--- src/rtl/fir_decimate_by2.sv ---
// 16-tap low-pass FIR with decimate-by-2 for the microphone path.
// Every second accepted sample launches a 16-cycle sequential MAC.
//
// Ports:
//   clk_in             system clock
//   rst_in             synchronous active-high reset
//   audio_in           signed input sample (WIDTH bits)
//   audio_sample_valid single-cycle strobe, audio_in valid this cycle
//   dec_output         signed decimated sample, held between updates
//   dec_output_ready   single-cycle strobe, dec_output updated this cycle
module fir_decimate_by2 #(
    parameter int WIDTH = 16
) (
    input  logic                    clk_in,
    input  logic                    rst_in,
    input  logic signed [WIDTH-1:0] audio_in,
    input  logic                    audio_sample_valid,
    output logic signed [WIDTH-1:0] dec_output,
    output logic                    dec_output_ready
);

    typedef enum logic [1:0] {
        ST_IDLE,
        ST_MAC,
        ST_OUT
    } state_t;

    localparam logic signed [31:0] SAT_MAX = (32'sd1 <<< (WIDTH - 1)) - 32'sd1;
    localparam logic signed [31:0] SAT_MIN = -(32'sd1 <<< (WIDTH - 1));

    state_t state;
    state_t state_nxt;

    logic signed [WIDTH-1:0] taps [16];
    logic                    phase;
    logic [3:0]              tap_idx;
    logic signed [31:0]      acc;

    logic                    accept;
    logic                    start;
    logic signed [7:0]       coef;
    logic signed [WIDTH-1:0] tap_sample;
    logic signed [31:0]      coef_ext;
    logic signed [31:0]      samp_ext;
    logic signed [31:0]      product;
    logic signed [31:0]      acc_shr;
    logic signed [WIDTH-1:0] result;

    function automatic logic signed [7:0] coef_at(input logic [3:0] k);
        unique case (k)
            4'd0:  coef_at = -8'sd2;
            4'd1:  coef_at = -8'sd6;
            4'd2:  coef_at = -8'sd4;
            4'd3:  coef_at = 8'sd12;
            4'd4:  coef_at = 8'sd36;
            4'd5:  coef_at = 8'sd48;
            4'd6:  coef_at = 8'sd76;
            4'd7:  coef_at = 8'sd96;
            4'd8:  coef_at = 8'sd96;
            4'd9:  coef_at = 8'sd76;
            4'd10: coef_at = 8'sd48;
            4'd11: coef_at = 8'sd36;
            4'd12: coef_at = 8'sd12;
            4'd13: coef_at = -8'sd4;
            4'd14: coef_at = -8'sd6;
            4'd15: coef_at = -8'sd2;
        endcase
    endfunction

    // Samples are only taken while idle; the busy window drops them.
    assign accept = (state == ST_IDLE) && audio_sample_valid;
    assign start  = accept && phase;

    always_comb begin
        coef       = coef_at(tap_idx);
        tap_sample = taps[tap_idx];
        coef_ext   = {{24{coef[7]}}, coef};
        samp_ext   = {{(32 - WIDTH){tap_sample[WIDTH-1]}}, tap_sample};
        product    = coef_ext * samp_ext;
    end

    // Floor scaling by 512 (coefficient sum), then clip to the sample range.
    always_comb begin
        acc_shr = acc >>> 9;
        result  = acc_shr[WIDTH-1:0];
        if (acc_shr > SAT_MAX) begin
            result = SAT_MAX[WIDTH-1:0];
        end else if (acc_shr < SAT_MIN) begin
            result = SAT_MIN[WIDTH-1:0];
        end
    end

    always_ff @(posedge clk_in) begin
        if (rst_in) begin
            state <= ST_IDLE;
        end else begin
            state <= state_nxt;
        end
    end

    always_comb begin
        state_nxt = state;
        unique case (state)
            ST_IDLE: begin
                if (start) begin
                    state_nxt = ST_MAC;
                end
            end
            ST_MAC: begin
                if (tap_idx == 4'd15) begin
                    state_nxt = ST_OUT;
                end
            end
            ST_OUT: begin
                state_nxt = ST_IDLE;
            end
            default: begin
                state_nxt = ST_IDLE;
            end
        endcase
    end

    always_ff @(posedge clk_in) begin
        if (rst_in) begin
            for (int k = 0; k < 16; k++) begin
                taps[k] <= '0;
            end
            phase            <= 1'b0;
            tap_idx          <= 4'd0;
            acc              <= 32'sd0;
            dec_output       <= '0;
            dec_output_ready <= 1'b0;
        end else begin
            dec_output_ready <= 1'b0;
            if (accept) begin
                taps[0] <= audio_in;
                for (int k = 15; k > 0; k--) begin
                    taps[k] <= taps[k-1];
                end
                phase <= ~phase;
            end
            if (start) begin
                tap_idx <= 4'd0;
                acc     <= 32'sd0;
            end
            if (state == ST_MAC) begin
                acc     <= acc + product;
                tap_idx <= tap_idx + 4'd1;
            end
            if (state == ST_OUT) begin
                dec_output       <= result;
                dec_output_ready <= 1'b1;
            end
        end
    end

endmodule

--- config.mk ---
export PLATFORM = sky130hd
export DESIGN_NAME = fir_decimate_by2
export DESIGN_NICKNAME = d
export VERILOG_FILES = /design/src/rtl/fir_decimate_by2.sv
export SDC_FILE = /design/constraint.sdc
export NUM_CORES = 1
export LEC_CHECK = 0
export BUFFER_PORTS_ARGS = -buffer_cell sky130_fd_sc_hd__buf_4
export CAP_MARGIN = 20
export CORE_MARGIN = 1.5
export CORE_UTILIZATION = 40
export DETAILED_ROUTE_END_ITERATION = 16
export SYNTH_ARGS = -nofsm -noshare
export SYNTH_HDL_FRONTEND = slang
export SYNTH_SLANG_ARGS = --single-unit
export TNS_END_PERCENT = 20
--- constraint.sdc ---
create_clock -name clk_in -period 19.5 [get_ports clk_in]
set_input_delay 1.95 -clock clk_in [delete_from_list [all_inputs] [get_ports clk_in]]
set_output_delay 1.95 -clock clk_in [all_outputs]
set_load 0.005 [all_outputs]
==> results of run 1 <==
[worst max path at each step]
| stage | from | end | cells past startpoint |
|---|---|---|---|
| after floorplan | register | acc[21] | 20 |
| after global placement | register | acc[21] | 18 |
| after detailed placement | register | acc[21] | 18 |
| after CTS | register | acc[21] | 18 |
| after global routing | register | acc[21] | 18 |
| final | register | acc[21] | 17 |
[through the flow]
| stage | setup WS, ps | util (%) | instance area, um^2 | std cells |
|---|---|---|---|---|
| after floorplan | 13090 | - | 19700 | 1552 |
| after global placement | 11890 | 42.2 | 20600 | 2191 |
| after detailed placement | 11830 | 42.2 | 20600 | 2191 |
| after CTS | 11840 | 44.9 | 21900 | 2259 |
| after global routing | 11330 | 45.0 | 21900 | 2261 |
| final | 11970 | 45.0 | 21900 | 2261 |
[worst max-delay path, cell delays in order, from the launching register on]
cell and delay, ps:
dfxtp_4 680, buf_4 720, mux4_2 610, mux4_2 620, and2_1 230, fa_1 550, fa_1 440, fa_1 520
fa_1 490, ha_1 310, ha_1 380, a2111oi_0 470, o21ai_0 300, a211oi_1 430, o211ai_1 130, a31oi_1 220
xor2_1 160, o21ai_0 90
[layout by cell type (no fill, tap or decap), types with 7 or more instances in the layout]
master / instances
fa_1: 130
clkinv_2: 7
and2_1: 338
o21ai_0: 42
a21oi_1: 41
buf_4: 46
a211oi_1: 8
xor2_1: 9
nor2b_1: 15
inv_1: 167
dfxtp_1: 64
clkbuf_16: 38
edfxtp_1: 256
nor2_1: 45
mux4_2: 79
nand2_1: 54
a21o_1: 11
nand2b_1: 7
a22oi_1: 16
xnor2_1: 19
ha_1: 95
[area by class of cell]
class | instances | area, um^2 | area share [%]
clock buffers | 45 | 997 | 4.55
clock inverters | 23 | 294 | 1.34
inverters | 167 | 627 | 2.86
multi-input cells | 992 | 9770 | 44.6
flip-flops and latches | 322 | 9010 | 41.1
well taps | 664 | 831 | 3.79
repair buffers | 48 | 387 | 1.76
[flip-flops by register name, indices dropped and copies added, names as in the netlist, named ones only]
name / flops
acc: 31
dec_output_ready: 1
tap_idx: 4
state: 2
taps: 256
coef: 7
dec_output: 16
phase: 1
[kinds of logic after synthesis]
family                   after synthesis
XOR/XNOR                              29
flip-flops                           322
AND/OR/NAND/NOR                      490
buffers and inverters                238
multiplexers                          84
AO/OA/AOI/OAI                        164
adder cells (fa/ha/maj)              225
[layer usage]
metal / wire length, um / global-route usage [%] / up-vias / share of wire [%]
met4: 569 / 3.75 / 0 / 1.5
met5: 0 / 0 / - / 0
li1: - / - / 5378 / -
met2: 17300 / 24.5 / 193 / 45
met3: 1370 / 2.42 / 37 / 3.6
met1: 18900 / 23.7 / 5788 / 49
==> metrics.csv, run 1 <==
metric,value,unit
status,completed,
Worst Reg-to-Reg Cells,17,
critical path type,register to register,
post-synthesis cell count,1552,
post-synth top area share,39.1,%
number of DRC markers in iteration 0,882,
Async SR Flop Fraction,0,%
gr ovfl total,0,
crit end category,register,
area growth from synthesis to layout,11.4,%
Clock Skew,26.6,ps
largest cells by area after synthesis,"edfxtp_1, fa_1, and2_1, mux4_2, dfxtp_1",
Slew @ Worst Pin,1020,ps
reg2reg end,acc[21],
hold crit path type,register to register,
largest net degree at the start of global routing,133,
max-slew violations,0,
Post-Synth XOR/XNOR Area,1.33,%
# H-tree levels,2,
Synthesized Nets,1796,
IO Port Bufs,35,
Ports,36,
number of distinct library cells after synthesis,61,
vias in the first global route,12000,
fin nets,1812,
mux share of post-synthesis cell area,9.30,%
Fmax,133,MHz
simple-gate share of the synthesized area,14.3,%
Filler Cell Count,4385,
GRT Total Usage,15.9,%
worst hold stages,2,
Startpoint Class,register,
DRC Markers,0,
CTS Hold Buffers Added,0,
final hold violation count,0,
CP required,19910,ps
post-synth top area cell,edfxtp_1,
register-to-register setup slack,11970,ps
core footprint,48700,um^2
worst hold slack,451,ps
layout cells sized above 1,12.4,%
post-detailed-route count of antenna-violating nets,0,
register area share after synthesis,45.8,%
synth warn,0,
Initial Util,40.4,%
Post-Synth Adder-Cell Area,19.3,%
first-pass GRT wire length,64600,um
TritonCTS sink count,322,
#FFs+latches synth,322,
Netlist Area Pre-Place,19700,um^2
"Primary FF master, synth",edfxtp_1,
gp weighted congestion,0.804,
Num CTS Buffers,37,
Die Area,50500,um^2
Worst-Skew Late Latency,560,ps
min Tclk post-route,7530,ps
WP data arrival,7940,ps
die width,225,um
CTS clock-pin slew for the worst setup and hold paths,60,ps
vias post-DR,11400,
fin crit share,38.6,%
CTS tree,yes,
clock root buffer,clkbuf_16,
initial antenna violation count,0,
CP max FO,40,
post-CTS resize count,0,
Worst Hold Path EP,dec_output[2],
MaxCap Viol Count,0,
Total Wirelength,38200,um
Avg WL per Cell,16.9,um
number of synthesized flops with an enable pin,256,
vias per std cell,5.04,
clock buffer depth,3,
Max transition margin,32.1,%
Total Neg Setup Slack,0,ps
Commonest cells post-synth,"and2_1, edfxtp_1, inv_1, fa_1, ha_1",
RSZ-0062 raised after global routing,no,
DR pass1 iterations,5,
most common cell in the netlist,and2_1,
Min-Delay Startpoint,dec_output[2],
n_diodes,0,
Post-CTS Setup Repair Bufs,0,
Post-Syn Area per Cell,12.7,um^2
largest family of logic cells by synthesized area,adder cells,
chip height,225,um
DPL Wire Length,25800,um
row count,81,
compound-gate portion of the synthesized area,5.37,%
Final setup viols,0,
Power of run 1 is left out: the tool's default activity adds up to more than one toggle a clock period on the data nets, which glitch-free logic cannot reach.
==> run 2: changes to the inputs <==
ABC_AREA = 1   (was default)
clock period = 6.21 ns   (was 19.5 ns; I/O delays follow)
==> run 2 against run 1 <==
  * Maximum frequency increased by 28%
  * Hold slack got worse by 89 ps
  * Routed wire length increased by 26%
  * Critical path depth increased by 8
  * Clock skew decreased by 2.6 ps
  * First-iteration DRC count increased by 46%
  * Critical path type unchanged
  * Via count increased by 33%
  * Global-route usage increased by 2.7 points
  * Cell count increased by 34%
==> metrics.csv, run 2 <==
metric,value,unit
number of DRC markers in iteration 0,1284,
most frequent cells in the layout,"inv_1, nor2_1, edfxtp_1",
Total Wirelength,48100,um
GRT Total Usage,18.6,%
Initial Util,40.6,%
DPL Wire Length,32800,um
Die Area,52500,um^2
layout cells sized above 1,7.49,%
Netlist Area Pre-Place,20500,um^2
area growth from synthesis to layout,11.1,%
Avg WL per Cell,15.9,um
post-synth top area cell,edfxtp_1,
initial antenna violation count,0,
WP data arrival,6390,ps
die width,229,um
Synthesized Nets,2580,
clock buffer depth,3,
clock root buffer,clkbuf_16,
n_diodes,0,
Max transition margin,33.5,%
synth warn,0,
"CP delay by family, top",adder cells,
CTS tree,yes,
number of distinct library cells after synthesis,34,
RSZ-0062 raised after global routing,yes,
# H-tree levels,2,
Ports,36,
min Tclk post-route,5910,ps
Commonest cells post-synth,"inv_1, nor2_1, edfxtp_1, nand2_1, a21oi_1",
first-pass GRT wire length,78800,um
CP required,6690,ps
Post-CTS Setup Repair Bufs,0,
fin crit share,95.1,%
largest cells by area after synthesis,"edfxtp_1, fa_1, inv_1, nor2_1, dfxtp_1",
DR pass1 iterations,5,
"Primary FF master, synth",edfxtp_1,
Num CTS Buffers,37,
Filler Cell Count,4866,
fin nets,2580,
Slew @ Worst Pin,998,ps
core footprint,50400,um^2
MaxCap Viol Count,0,
CTS clock-pin slew for the worst setup and hold paths,60,ps
gp weighted congestion,0.919,
register area share after synthesis,44.0,%
Worst-Skew Late Latency,560,ps
number of synthesized flops with an enable pin,256,
chip height,229,um
critical path type,register to register,
placed cells,2967,
Async SR Flop Fraction,0,%
"leading cell type in the layout, fill and taps excluded",inv_1,
Largest regs,"taps (256), acc (31), dec_output (16)",
Critical-path top delay cell,fa_1,
status,completed,
Biggest register,taps,
Post-Syn Area per Cell,8.76,um^2
largest net degree at the start of global routing,194,
post-detailed-route count of antenna-violating nets,0,
post-synthesis cell count,2336,
Final setup viols,0,
TritonCTS sink count,322,
Post-Layout Cell Count,3036,
vias per std cell,4.99,
gr ovfl total,0,
IO Port Bufs,35,
crit end category,register,
row count,82,
hold crit path type,input port to register,
#FFs+latches synth,322,
vias in the first global route,14900,
max incr delay on CP,530,ps
Fmax,169,MHz
post-synth top area share,37.6,%
vias post-DR,15200,
Largest register FFs,256,
CP max FO,14,
Startpoint Class,register,
final hold violation count,0,
max-slew violations,0,
WP buf/inv,5,
most common cell in the netlist,inv_1,
DRC Markers,0,
Clock Skew,24.0,ps
==> run 2: layout make-up <==
| type | count | area (um^2) | share of cell area [%] |
|---|---|---|---|
| Sequential cell | 322 | 9010 | 39.6 |
| Multi-Input combinational cell | 1420 | 9220 | 40.5 |
| Clock buffer | 53 | 1050 | 4.60 |
| Inverter | 494 | 1860 | 8.19 |
| Timing Repair Buffer | 61 | 637 | 2.80 |
| Clock inverter | 14 | 128 | 0.561 |
| Tap cell | 672 | 841 | 3.70 |
==> run 2: cell families (layout without fill, tap and decap cells) <==
logic type	Yosys count	count (layout)	share of synthesized area, %
AO/OA/AOI/OAI	392	392	9.95
XOR/XNOR	1	1	0.0428
adder cells (fa/ha/maj)	225	225	18.5
buffers and inverters	594	622	11.3
flip-flops	322	322	44.0
AND/OR/NAND/NOR	802	802	16.2
==> run 2: path summary, 6_finish.rpt <==
kind,from,end,slack (ps),cells past startpoint
max,register,acc[26],300,25
min,audio_in[11],taps[0][11],360,3
max reg2reg,register,acc[26],300,25
min reg2reg,phase,phase,460,1
==> run 2: metrics by stage <==
stage | area (um^2) | hold WS (ps) | utilization, % | setup TNS, ps | setup WS [ps]
after floorplan | 20500 | 424 | - | 0 | 898
after global placement | 21500 | 439 | 42.6 | 0 | 238
after detailed placement | 21500 | 449 | 42.6 | 0 | 242
after CTS | 22600 | 332 | 44.9 | 0 | 220
after global routing | 22700 | 359 | 45.1 | -20.9 | -20.9
final | 22700 | 362 | 45.1 | 0 | 305
==> run 2: worst reg2reg max path, cell delays in order (launching register included) <==
cell     delay, ps
dfxtp_2        370
inv_2          110
buf_12         170
buf_4          170
a21oi_1        110
o21ai_0         90
nand3_1        130
nand3_1        140
nand2_1        260
inv_2          120
nor2_1         150
fa_1           470
fa_1           530
fa_1           530
fa_1           490
ha_1           320
ha_1           380
a21oi_2        250
inv_1           60
nor2_1         210
nor2_1         100
o21ai_1        210
nand3_1        100
nand2_1         70
nand3_1        120
a21oi_1        170
==> run 2: what timing repair did <==
item,in CTS,in global routing
gates resized for setup,0,25
setup endpoints to repair,0,16
hold buffers,0,0
==> run 2: metal layers <==
metal / vias up / part of all wire [%] / global-route usage [%]
met5: - / 0 / 0
li1: 7444 / - / -
met3: 75 / 4.7 / 2.49
met1: 7293 / 47 / 26.3
met4: 0 / 3.1 / 6.37
met2: 343 / 45 / 29.4
Power of run 2 is left out for the same reason.
